### src/rtl/rsv_param.sv
// -----------------------------------------------------------------------------
// rsv_param -- parametrised reservation station for the Kathryn-I OoO core.
//
// Buffers up to DEPTH decoded instructions between rename and one execution
// unit. Each entry holds an opaque opcode payload, its destination ROB tag and
// two source operands. Sources that are not ready snoop CDB_N result-broadcast
// channels by ROB tag and capture the broadcast value; when several channels
// match in the same cycle the lowest-numbered channel wins. Among fully ready
// entries the oldest (by acceptance order) is moved into a registered issue
// port with valid/ready handshaking.
//
// Optional feature macro: RSV_ISSUE_BYPASS_EN
//   When defined, an instruction that is fully ready at acceptance (including
//   through same-cycle CDB capture) loads the issue register directly on its
//   acceptance edge, provided no stored entry is ready and the register is
//   loadable. Such an instruction never occupies an entry.
//
// Ports:
//   clk, rst          clock (rising edge), asynchronous active-high reset
//   flush             synchronous squash of all entries and the issue register
//   in_valid/in_ready accept handshake (in_ready is combinational)
//   in_op, in_tag     opcode payload and destination ROB tag
//   in_sN_rdy/tag/val source N readiness, producer tag, value
//   cdb_valid/tag/data CDB_N broadcast channels, channel k at slice k
//   out_valid/out_ready issue handshake; out_op/out_tag/out_s1/out_s2 payload
//   occupancy         number of valid entries
// -----------------------------------------------------------------------------
module rsv_param #(
    parameter int DEPTH  = 8,
    parameter int TAG_W  = 5,
    parameter int DATA_W = 32,
    parameter int OP_W   = 8,
    parameter int CDB_N  = 2
) (
    input  logic                        clk,
    input  logic                        rst,
    input  logic                        flush,
    input  logic                        in_valid,
    output logic                        in_ready,
    input  logic [OP_W-1:0]             in_op,
    input  logic [TAG_W-1:0]            in_tag,
    input  logic                        in_s1_rdy,
    input  logic                        in_s2_rdy,
    input  logic [TAG_W-1:0]            in_s1_tag,
    input  logic [TAG_W-1:0]            in_s2_tag,
    input  logic [DATA_W-1:0]           in_s1_val,
    input  logic [DATA_W-1:0]           in_s2_val,
    input  logic [CDB_N-1:0]            cdb_valid,
    input  logic [CDB_N*TAG_W-1:0]      cdb_tag,
    input  logic [CDB_N*DATA_W-1:0]     cdb_data,
    output logic                        out_valid,
    input  logic                        out_ready,
    output logic [OP_W-1:0]             out_op,
    output logic [TAG_W-1:0]            out_tag,
    output logic [DATA_W-1:0]           out_s1,
    output logic [DATA_W-1:0]           out_s2,
    output logic [$clog2(DEPTH+1)-1:0]  occupancy
);

    localparam int OCC_W = $clog2(DEPTH + 1);
    localparam logic [OCC_W-1:0] DEPTH_C = OCC_W'(DEPTH);

    // Returns {hit, data} for the lowest-numbered valid channel carrying tag.
    function automatic logic [DATA_W:0] cdb_lookup(
        input logic [TAG_W-1:0]        want_tag,
        input logic [CDB_N-1:0]        bus_valid,
        input logic [CDB_N*TAG_W-1:0]  bus_tag,
        input logic [CDB_N*DATA_W-1:0] bus_data
    );
        logic [DATA_W:0] res;
        logic            hit;
        res = '0;
        // Scan from the highest channel down so the lowest match overwrites last.
        for (int k = CDB_N - 1; k >= 0; k--) begin
            hit = bus_valid[k] && (bus_tag[k*TAG_W +: TAG_W] == want_tag);
            res = hit ? {1'b1, bus_data[k*DATA_W +: DATA_W]} : res;
        end
        return res;
    endfunction

    // Entry storage
    logic [DEPTH-1:0]  valid_r;
    logic [DEPTH-1:0]  s1_rdy_r;
    logic [DEPTH-1:0]  s2_rdy_r;
    logic [OP_W-1:0]   op_r     [DEPTH];
    logic [TAG_W-1:0]  tag_r    [DEPTH];
    logic [TAG_W-1:0]  s1_tag_r [DEPTH];
    logic [TAG_W-1:0]  s2_tag_r [DEPTH];
    logic [DATA_W-1:0] s1_val_r [DEPTH];
    logic [DATA_W-1:0] s2_val_r [DEPTH];
    // age_r[i][j] = 1 means entry j was accepted before entry i
    logic [DEPTH-1:0]  age_r    [DEPTH];
    logic [OCC_W-1:0]  occ_r;

    // Issue register
    logic              out_valid_r;
    logic [OP_W-1:0]   out_op_r;
    logic [TAG_W-1:0]  out_tag_r;
    logic [DATA_W-1:0] out_s1_r;
    logic [DATA_W-1:0] out_s2_r;

    // Combinational datapath
    logic [DATA_W:0]   in_s1_lk_s;
    logic [DATA_W:0]   in_s2_lk_s;
    logic              in_s1_rdy_s;
    logic              in_s2_rdy_s;
    logic [DATA_W-1:0] in_s1_val_s;
    logic [DATA_W-1:0] in_s2_val_s;
    logic [DATA_W:0]   ent_s1_lk_s [DEPTH];
    logic [DATA_W:0]   ent_s2_lk_s [DEPTH];
    logic [DEPTH-1:0]  ent_rdy_s;
    logic [DEPTH-1:0]  grant_s;
    logic              cand_s;
    logic [OP_W-1:0]   sel_op_s;
    logic [TAG_W-1:0]  sel_tag_s;
    logic [DATA_W-1:0] sel_s1_s;
    logic [DATA_W-1:0] sel_s2_s;
    logic              in_ready_s;
    logic              in_fire_s;
    logic              load_en_s;
    logic              issue_s;
    logic              bypass_s;
    logic              store_s;
    logic [DEPTH-1:0]  free_vec_s;
    logic [DEPTH-1:0]  free_onehot_s;
    logic [DEPTH-1:0]  alloc_s;
    logic [DEPTH-1:0]  issued_s;
    logic [OCC_W-1:0]  occ_next_s;

    // Resolve the incoming instruction's sources, including same-cycle CDB capture.
    always_comb begin
        in_s1_lk_s  = cdb_lookup(in_s1_tag, cdb_valid, cdb_tag, cdb_data);
        in_s2_lk_s  = cdb_lookup(in_s2_tag, cdb_valid, cdb_tag, cdb_data);
        in_s1_rdy_s = in_s1_rdy || in_s1_lk_s[DATA_W];
        in_s2_rdy_s = in_s2_rdy || in_s2_lk_s[DATA_W];
        in_s1_val_s = in_s1_rdy ? in_s1_val : in_s1_lk_s[DATA_W-1:0];
        in_s2_val_s = in_s2_rdy ? in_s2_val : in_s2_lk_s[DATA_W-1:0];
    end

    // Per-entry CDB tag match for wakeup of stored sources.
    always_comb begin
        for (int i = 0; i < DEPTH; i++) begin
            ent_s1_lk_s[i] = cdb_lookup(s1_tag_r[i], cdb_valid, cdb_tag, cdb_data);
            ent_s2_lk_s[i] = cdb_lookup(s2_tag_r[i], cdb_valid, cdb_tag, cdb_data);
        end
    end

    // Oldest-ready select: an entry wins when no older entry is also ready.
    always_comb begin
        ent_rdy_s = valid_r & s1_rdy_r & s2_rdy_r;
        grant_s   = '0;
        sel_op_s  = '0;
        sel_tag_s = '0;
        sel_s1_s  = '0;
        sel_s2_s  = '0;
        for (int i = 0; i < DEPTH; i++) begin
            grant_s[i] = ent_rdy_s[i] && ((ent_rdy_s & age_r[i]) == '0);
            sel_op_s   = sel_op_s  | (op_r[i]     & {OP_W{grant_s[i]}});
            sel_tag_s  = sel_tag_s | (tag_r[i]    & {TAG_W{grant_s[i]}});
            sel_s1_s   = sel_s1_s  | (s1_val_r[i] & {DATA_W{grant_s[i]}});
            sel_s2_s   = sel_s2_s  | (s2_val_r[i] & {DATA_W{grant_s[i]}});
        end
        cand_s = |ent_rdy_s;
    end

    // Handshake control: accept, issue, optional bypass, allocation, occupancy.
    always_comb begin
        // A slot freed by a same-cycle issue is deliberately not counted.
        in_ready_s = !rst && !flush && (occ_r < DEPTH_C);
        in_fire_s  = in_valid && in_ready_s;
        load_en_s  = !flush && (!out_valid_r || out_ready);
        issue_s    = load_en_s && cand_s;
`ifdef RSV_ISSUE_BYPASS_EN
        // Stored ready entries always win over the bypass.
        bypass_s   = in_fire_s && in_s1_rdy_s && in_s2_rdy_s && !cand_s && load_en_s;
`else
        bypass_s   = 1'b0;
`endif
        store_s       = in_fire_s && !bypass_s;
        free_vec_s    = ~valid_r;
        // Lowest-index free slot as a one-hot vector.
        free_onehot_s = free_vec_s & (~free_vec_s + DEPTH'(1));
        alloc_s       = store_s ? free_onehot_s : '0;
        issued_s      = issue_s ? grant_s : '0;
        occ_next_s    = occ_r + OCC_W'(store_s) - OCC_W'(issue_s);
    end

    // Entry storage: flush/issue free entries, allocation writes, wakeup captures.
    always_ff @(posedge clk or posedge rst) begin
        if (rst) begin
            valid_r  <= '0;
            s1_rdy_r <= '0;
            s2_rdy_r <= '0;
            for (int i = 0; i < DEPTH; i++) begin
                op_r[i]     <= '0;
                tag_r[i]    <= '0;
                s1_tag_r[i] <= '0;
                s2_tag_r[i] <= '0;
                s1_val_r[i] <= '0;
                s2_val_r[i] <= '0;
            end
        end else if (flush) begin
            valid_r <= '0;
        end else begin
            for (int i = 0; i < DEPTH; i++) begin
                if (issued_s[i]) begin
                    valid_r[i] <= 1'b0;
                end else if (alloc_s[i]) begin
                    valid_r[i]  <= 1'b1;
                    op_r[i]     <= in_op;
                    tag_r[i]    <= in_tag;
                    s1_rdy_r[i] <= in_s1_rdy_s;
                    s2_rdy_r[i] <= in_s2_rdy_s;
                    s1_tag_r[i] <= in_s1_tag;
                    s2_tag_r[i] <= in_s2_tag;
                    s1_val_r[i] <= in_s1_val_s;
                    s2_val_r[i] <= in_s2_val_s;
                end else if (valid_r[i]) begin
                    // Once a source is ready its value is frozen.
                    if (!s1_rdy_r[i] && ent_s1_lk_s[i][DATA_W]) begin
                        s1_rdy_r[i] <= 1'b1;
                        s1_val_r[i] <= ent_s1_lk_s[i][DATA_W-1:0];
                    end
                    if (!s2_rdy_r[i] && ent_s2_lk_s[i][DATA_W]) begin
                        s2_rdy_r[i] <= 1'b1;
                        s2_val_r[i] <= ent_s2_lk_s[i][DATA_W-1:0];
                    end
                end
            end
        end
    end

    // Age matrix: a new entry is younger than everyone; others forget the slot.
    always_ff @(posedge clk or posedge rst) begin
        if (rst) begin
            for (int i = 0; i < DEPTH; i++) begin
                age_r[i] <= '0;
            end
        end else if (flush) begin
            for (int i = 0; i < DEPTH; i++) begin
                age_r[i] <= age_r[i];
            end
        end else begin
            for (int i = 0; i < DEPTH; i++) begin
                age_r[i] <= alloc_s[i] ? ~free_onehot_s : (age_r[i] & ~alloc_s);
            end
        end
    end

    // Occupancy counter: +accept into an entry, -issue from an entry.
    always_ff @(posedge clk or posedge rst) begin
        if (rst) begin
            occ_r <= '0;
        end else if (flush) begin
            occ_r <= '0;
        end else begin
            occ_r <= occ_next_s;
        end
    end

    // Issue register: load on free/consume, hold under backpressure.
    always_ff @(posedge clk or posedge rst) begin
        if (rst) begin
            out_valid_r <= 1'b0;
            out_op_r    <= '0;
            out_tag_r   <= '0;
            out_s1_r    <= '0;
            out_s2_r    <= '0;
        end else if (flush) begin
            out_valid_r <= 1'b0;
        end else if (issue_s) begin
            out_valid_r <= 1'b1;
            out_op_r    <= sel_op_s;
            out_tag_r   <= sel_tag_s;
            out_s1_r    <= sel_s1_s;
            out_s2_r    <= sel_s2_s;
        end else if (bypass_s) begin
            out_valid_r <= 1'b1;
            out_op_r    <= in_op;
            out_tag_r   <= in_tag;
            out_s1_r    <= in_s1_val_s;
            out_s2_r    <= in_s2_val_s;
        end else if (out_ready) begin
            // Consumed with nothing to replace it.
            out_valid_r <= 1'b0;
        end else begin
            out_valid_r <= out_valid_r;
        end
    end

    assign in_ready  = in_ready_s;
    assign out_valid = out_valid_r;
    assign out_op    = out_op_r;
    assign out_tag   = out_tag_r;
    assign out_s1    = out_s1_r;
    assign out_s2    = out_s2_r;
    assign occupancy = occ_r;

endmodule

### config.mk
export PLATFORM = sky130hd
export DESIGN_NAME = rsv_param
export DESIGN_NICKNAME = d
export VERILOG_FILES = /design/src/rtl/rsv_param.sv
export SDC_FILE = /design/constraint.sdc
export NUM_CORES = 2
export LEC_CHECK = 0
export ABC_AREA = 1
export ABC_CLOCK_PERIOD_IN_PS = 28400
export CAP_MARGIN = 15
export CORE_MARGIN = 2
export CORE_UTILIZATION = 45
export CTS_CLUSTER_SIZE = 10
export DETAILED_ROUTE_END_ITERATION = 7
export RECOVER_POWER = 50
export SYNTH_ARGS = -nofsm -noshare
export SYNTH_HDL_FRONTEND = slang
export SYNTH_SLANG_ARGS = --single-unit
### constraint.sdc
create_clock -name clk -period 28.4 [get_ports clk]
set_input_delay 2.84 -clock clk [delete_from_list [all_inputs] [get_ports clk]]
set_output_delay 2.84 -clock clk [all_outputs]
set_load 0.02 [all_outputs]
Word level (Yosys, flattened, before mapping)
Cells that the tools add are included.
- bits of input ports: 170
- bits in registers: 866
- add/sub/neg operators: 3
- reduce and logical (&&, ||, !) cells: 154
- bitwise gates (word level): 92
- equal/unequal tests: 36
- $lt $le $gt $ge: 1
- mux-type cells: 165
- operators with widths (operator ; count):
    $mux W32 ; 50
    $mux W33 ; 36
    $and A32 B32 Y32 ; 16
    $or A32 B32 Y32 ; 14
    $and A8 B8 Y8 ; 27
    $eq A5 B5 Y1 ; 36
    $mux W8 ; 11
    $mux W1 ; 67
    $logic_and A1 B1 Y1 ; 65
    $logic_not A8 Y1 ; 8
    $reduce_and A4 Y1 ; 16
    $or A8 B8 Y8 ; 7
    $reduce_bool A2 Y1 ; 24
    $and A5 B5 Y5 ; 8
    $or A5 B5 Y5 ; 7
    $not A8 Y8 ; 4
    $reduce_bool A3 Y1 ; 9
    $reduce_and A3 Y1 ; 8
    $logic_not A1 Y1 ; 19
    $not A1 Y1 ; 9
    $add A8 B1 Y8 const B ; 1
    $reduce_or A8 Y1 ; 1
    $add A4 B1 Y4 ; 1
    $lt A4 B4 Y1 const B ; 1
    other kinds (4) ; 6

Depth between registers and ports, before layout
- depth in word-level cells: 13
- mapped depth: 16

Worst setup path before layout
Ideal clock, no wire load.
- path type: input-to-output
- from: in flush
- to: out in_ready
- data required time: 25560 ps
- stages: 1
- buffers on the path: 0
- arrival time: 3222 ps
- path slack: 22338 ps
- path through: nor3_2
- word-level cells in the longest chain between the ends: 3
- ends and longest elaborated chain (element ; RTL line ; text):
    from (decl) ; 37 ; input logic flush,
    $logic_not A1 Y1 ; 169 ; in_ready_s = !rst && !flush && (occ_r < DEPTH_C);
    $logic_and A1 B1 Y1 (2 in a row) ; 169 ;
    to (decl) ; 39 ; output logic in_ready,
No other way between the ends.

==> results.cfg <==
[outcome]
status = finished with violations
violations = design-rule violations, max-capacitance violations, max-slew violations

[detailed_routing]
first_pass_iters = 8
via_count = 74584
drt-initial-drc-count = 13784
wl_um = 334000
via_per_inst = 6.53
antenna_left = 0
route.detailed.drc = 31
wl_per_cell_um = 29.2

[worst_setup_path]
cp_slowest_cell = clkbuf_1
cp_num_buf_inv = 6
path_class = in -> async
startpoint_type = primary input
max_stage_delay_ns = 2.99
cp_data_required_time_ns = 29.17
crit_family = buffers and inverters
critPathArrivalTime_ns = 14.40
cp_max_fo = 113
cp_cell_sequence = dlygate4sd3_1, clkinvlp_2, clkbuf_1, clkbuf_1, buf_4, buf_4
end_kind = asynchronous set/reset pin

[yosys]
synth-compound-area-share = 0.0478
ys_seq_area_frac = 0.359
avgSynthCellArea_um2 = 6.13
synthCells = 9856
synth_top_family_by_area = simple AND/OR/NAND/NOR gates
ys_ff_latch = 866
synth_xor_area_frac = 0.00145
synth_area_um2 = 60400
syn_nets = 10031
yosys.area_share.simple = 0.510
synthFlopType = dfrtp_1
ys_warn_count = 0
synth_cell_types = 37
muxShareOfSynthArea = 0
synth-edff-count = 0
postSynth.asyncResetShare = 1.00
yosys.area_share.adder = 0.00116

[pwr]
power.total_mw = 3.69
powerDensity_nw_per_um2 = 55.0
ir_worst_vdd_mv = 0.0628
p_leak_nw = 32.5

[timing]
setup-violations-final = 0
max_freq_mhz = 73.4
relSlewSlack = -5.97
finalHoldViolations = 0
max_slew.worst_pin.slew_ns = 10.45
tns_ns = 0
setup_ws_ns = 14.77
min_period_ns = 13.63
rsz0062_at_grt = no
fin_skew_ns = 0.0710
slew_violations = 1683
finalCritPeriodShare = 0.480

[layout]
fin_util = 0.503
area_growth_pct = 11.0
drive_gt1_frac = 0.0589
finalNonFillerCells = 11428
nets = 9742

[floorplan]
rows = 134
die-area_um2 = 137000
io_pins = 253
core_area_um2 = 133000
initial_core_util = 0.453
dieHeight_um = 370
die_x_um = 370

[global_route]
grt_use_met1 = 0.590
gr-max-usage-layer = met2
met2_usage = 0.653
grt_use_total = 0.474
grt_pass1_vias = 68891
grt-ovfl-total = 0
grt_max_degree = 154
antenna_found_initial = 24
grt_first_pass_wirelength_um = 478000
grt_use_met3 = 0.206

[placement]
detailed_place_hpwl_um = 183000
place_ws_ns = 20.74
io_buffers = 252
dp_cells = 11223
routabilityCongestion = 0.951

[clocking]
insertion_delay_ns = 0.81
cts_buffers = 108
cts_tree = yes
cts_resized = 0
clockBufferDepth = 3
htree_num_levels = 3
clk_pin_slew_ns = 0.06
cts-root-buf = clkbuf_16
cts_hold_buf = 0
clock-sinks = 866
post_cts_buffers = 0

[min_path]
min_path_type = reg -> reg

[job]
maxCapViolCount = 26
-- final timing paths --
kind | startpoint | endpoint | cells after the start | slack (ns)
setup / recovery | rst | s2_val_r[144]$_DFFE_PP0P_ | 6 | 14.77
hold reg to reg | age_r[40]$_DFFE_PP0N_ | age_r[40]$_DFFE_PP0N_ | 2 | 0.47
hold / removal | age_r[40]$_DFFE_PP0N_ | age_r[40]$_DFFE_PP0N_ | 2 | 0.47
min in group asynchronous | rst | occupancy[3]$_DFF_PP0_ | 2 | 4.12
max in group clk | flush | s2_val_r[29]$_DFFE_PP0P_ | 8 | 15.58
setup reg to reg | valid_r[0]$_DFFE_PP0P_ | s2_val_r[29]$_DFFE_PP0P_ | 8 | 17.92
-- placed cells by master (no fill, tap or decap), drive strengths merged --
| master | n |
|---|---|
| a21o | 1 |
| a21oi | 136 |
| a22oi | 17 |
| a31oi | 2 |
| buf | 208 |
| bufinv | 3 |
| clkbuf | 188 |
| clkdlybuf4s50 | 166 |
| clkinv | 19 |
| clkinvlp | 5 |
| dfrtp | 866 |
| diode | 16 |
| dlygate4sd3 | 84 |
| fa | 1 |
| ha | 4 |
| inv | 363 |
| nand2 | 3085 |
| nand3 | 1777 |
| nand3b | 40 |
| nand4 | 484 |
| nor2 | 1659 |
| nor3 | 12 |
| nor3b | 1 |
| nor4 | 1 |
| o21a | 3 |
| o21ai | 402 |
| o21bai | 2 |
| o22ai | 2 |
| or2 | 103 |
| xnor2 | 5 |
| xor2 | 5 |
-- final cells by class --
cell class | instances | area [um^2]
inverter | 369 | 1400
multi-input combinational | 7742 | 34200
timing repair buffer | 480 | 4170
antenna | 16 | 40.0
clock buffer | 166 | 3100
sequential | 866 | 21700
fill | 13808 | 66200
clock inverter | 21 | 299
tap | 1768 | 2210
-- logic make-up after synthesis --
group,Yosys count
XOR/XNOR,10
buffers and inverters,1248
AND/OR/NAND/NOR,7162
adder cells (fa/ha/maj),5
flip-flops,866
AO/OA/AOI/OAI,565
-- cells in the mapped netlist (2+ instances only) --
library cell / count / area [um^2]
inv_1: 349 / 1310
xor2_1: 5 / 43.8
nor2_2: 2 / 12.5
a22oi_1: 17 / 128
clkinv_1: 2 / 7.51
ha_1: 4 / 50.1
clkbuf_1: 583 / 2190
or2_2: 103 / 644
nor3_2: 4 / 40.0
buf_1: 145 / 544
buf_2: 145 / 726
nor3_1: 7 / 35.0
o21ai_0: 353 / 1770
inv_2: 17 / 63.8
nand4_1: 484 / 3030
xnor2_1: 5 / 43.8
o22ai_1: 2 / 12.5
dfrtp_1: 866 / 21700
nand3_1: 1777 / 8890
nand3b_1: 40 / 300
buf_4: 5 / 37.5
o21bai_1: 2 / 15.0
o21ai_1: 49 / 245
o21a_1: 3 / 22.5
nor2_1: 1656 / 6220
a21oi_1: 136 / 681
a31oi_1: 2 / 12.5
nand2_1: 3084 / 11600
-- per-stage QoR --
stage               hold slack (ns)  instance area, um^2
floorplan                     0.437                60400
global placement              0.452                63800
detailed placement            0.458                63800
CTS                           0.473                67200
global route                  0.485                67000
finish                        0.470                67000
-- sequential cells by signal, summed over array words and instances (netlist names), named ones only --
register / count
s2_rdy_r: 8
age_r: 56
out_valid: 1
s1_val_r: 256
out_tag: 5
out_op: 8
out_s2: 32
s1_tag_r: 40
s2_tag_r: 40
s1_rdy_r: 8
valid_r: 8
occupancy: 4
out_s1: 32
tag_r: 40
op_r: 64
s2_val_r: 256
-- power by group --
part           internal (mW)  switching, mW
Clock                  0.775          0.613
Sequential              1.36         0.0968
Combinational          0.246          0.590
Total                   2.39           1.30
-- worst reg2reg max path, delay by kind of cell (launching register included) --
family | cells | cell delay (ns)
DFF | 1 | 0.71
buffers and inverters | 1 | 6.91
and+or+nand+nor | 7 | 2.72
-- per-layer routing --
layer,routed length [um],part of all wire,up-vias
met1,118000,0.35,34143
met2,129000,0.39,6952
met4,30000,0.090,14
met5,345,0.0010,-
li1,-,-,31365
met3,56600,0.17,2110
Note: power is estimated with default switching activity, not from simulation.
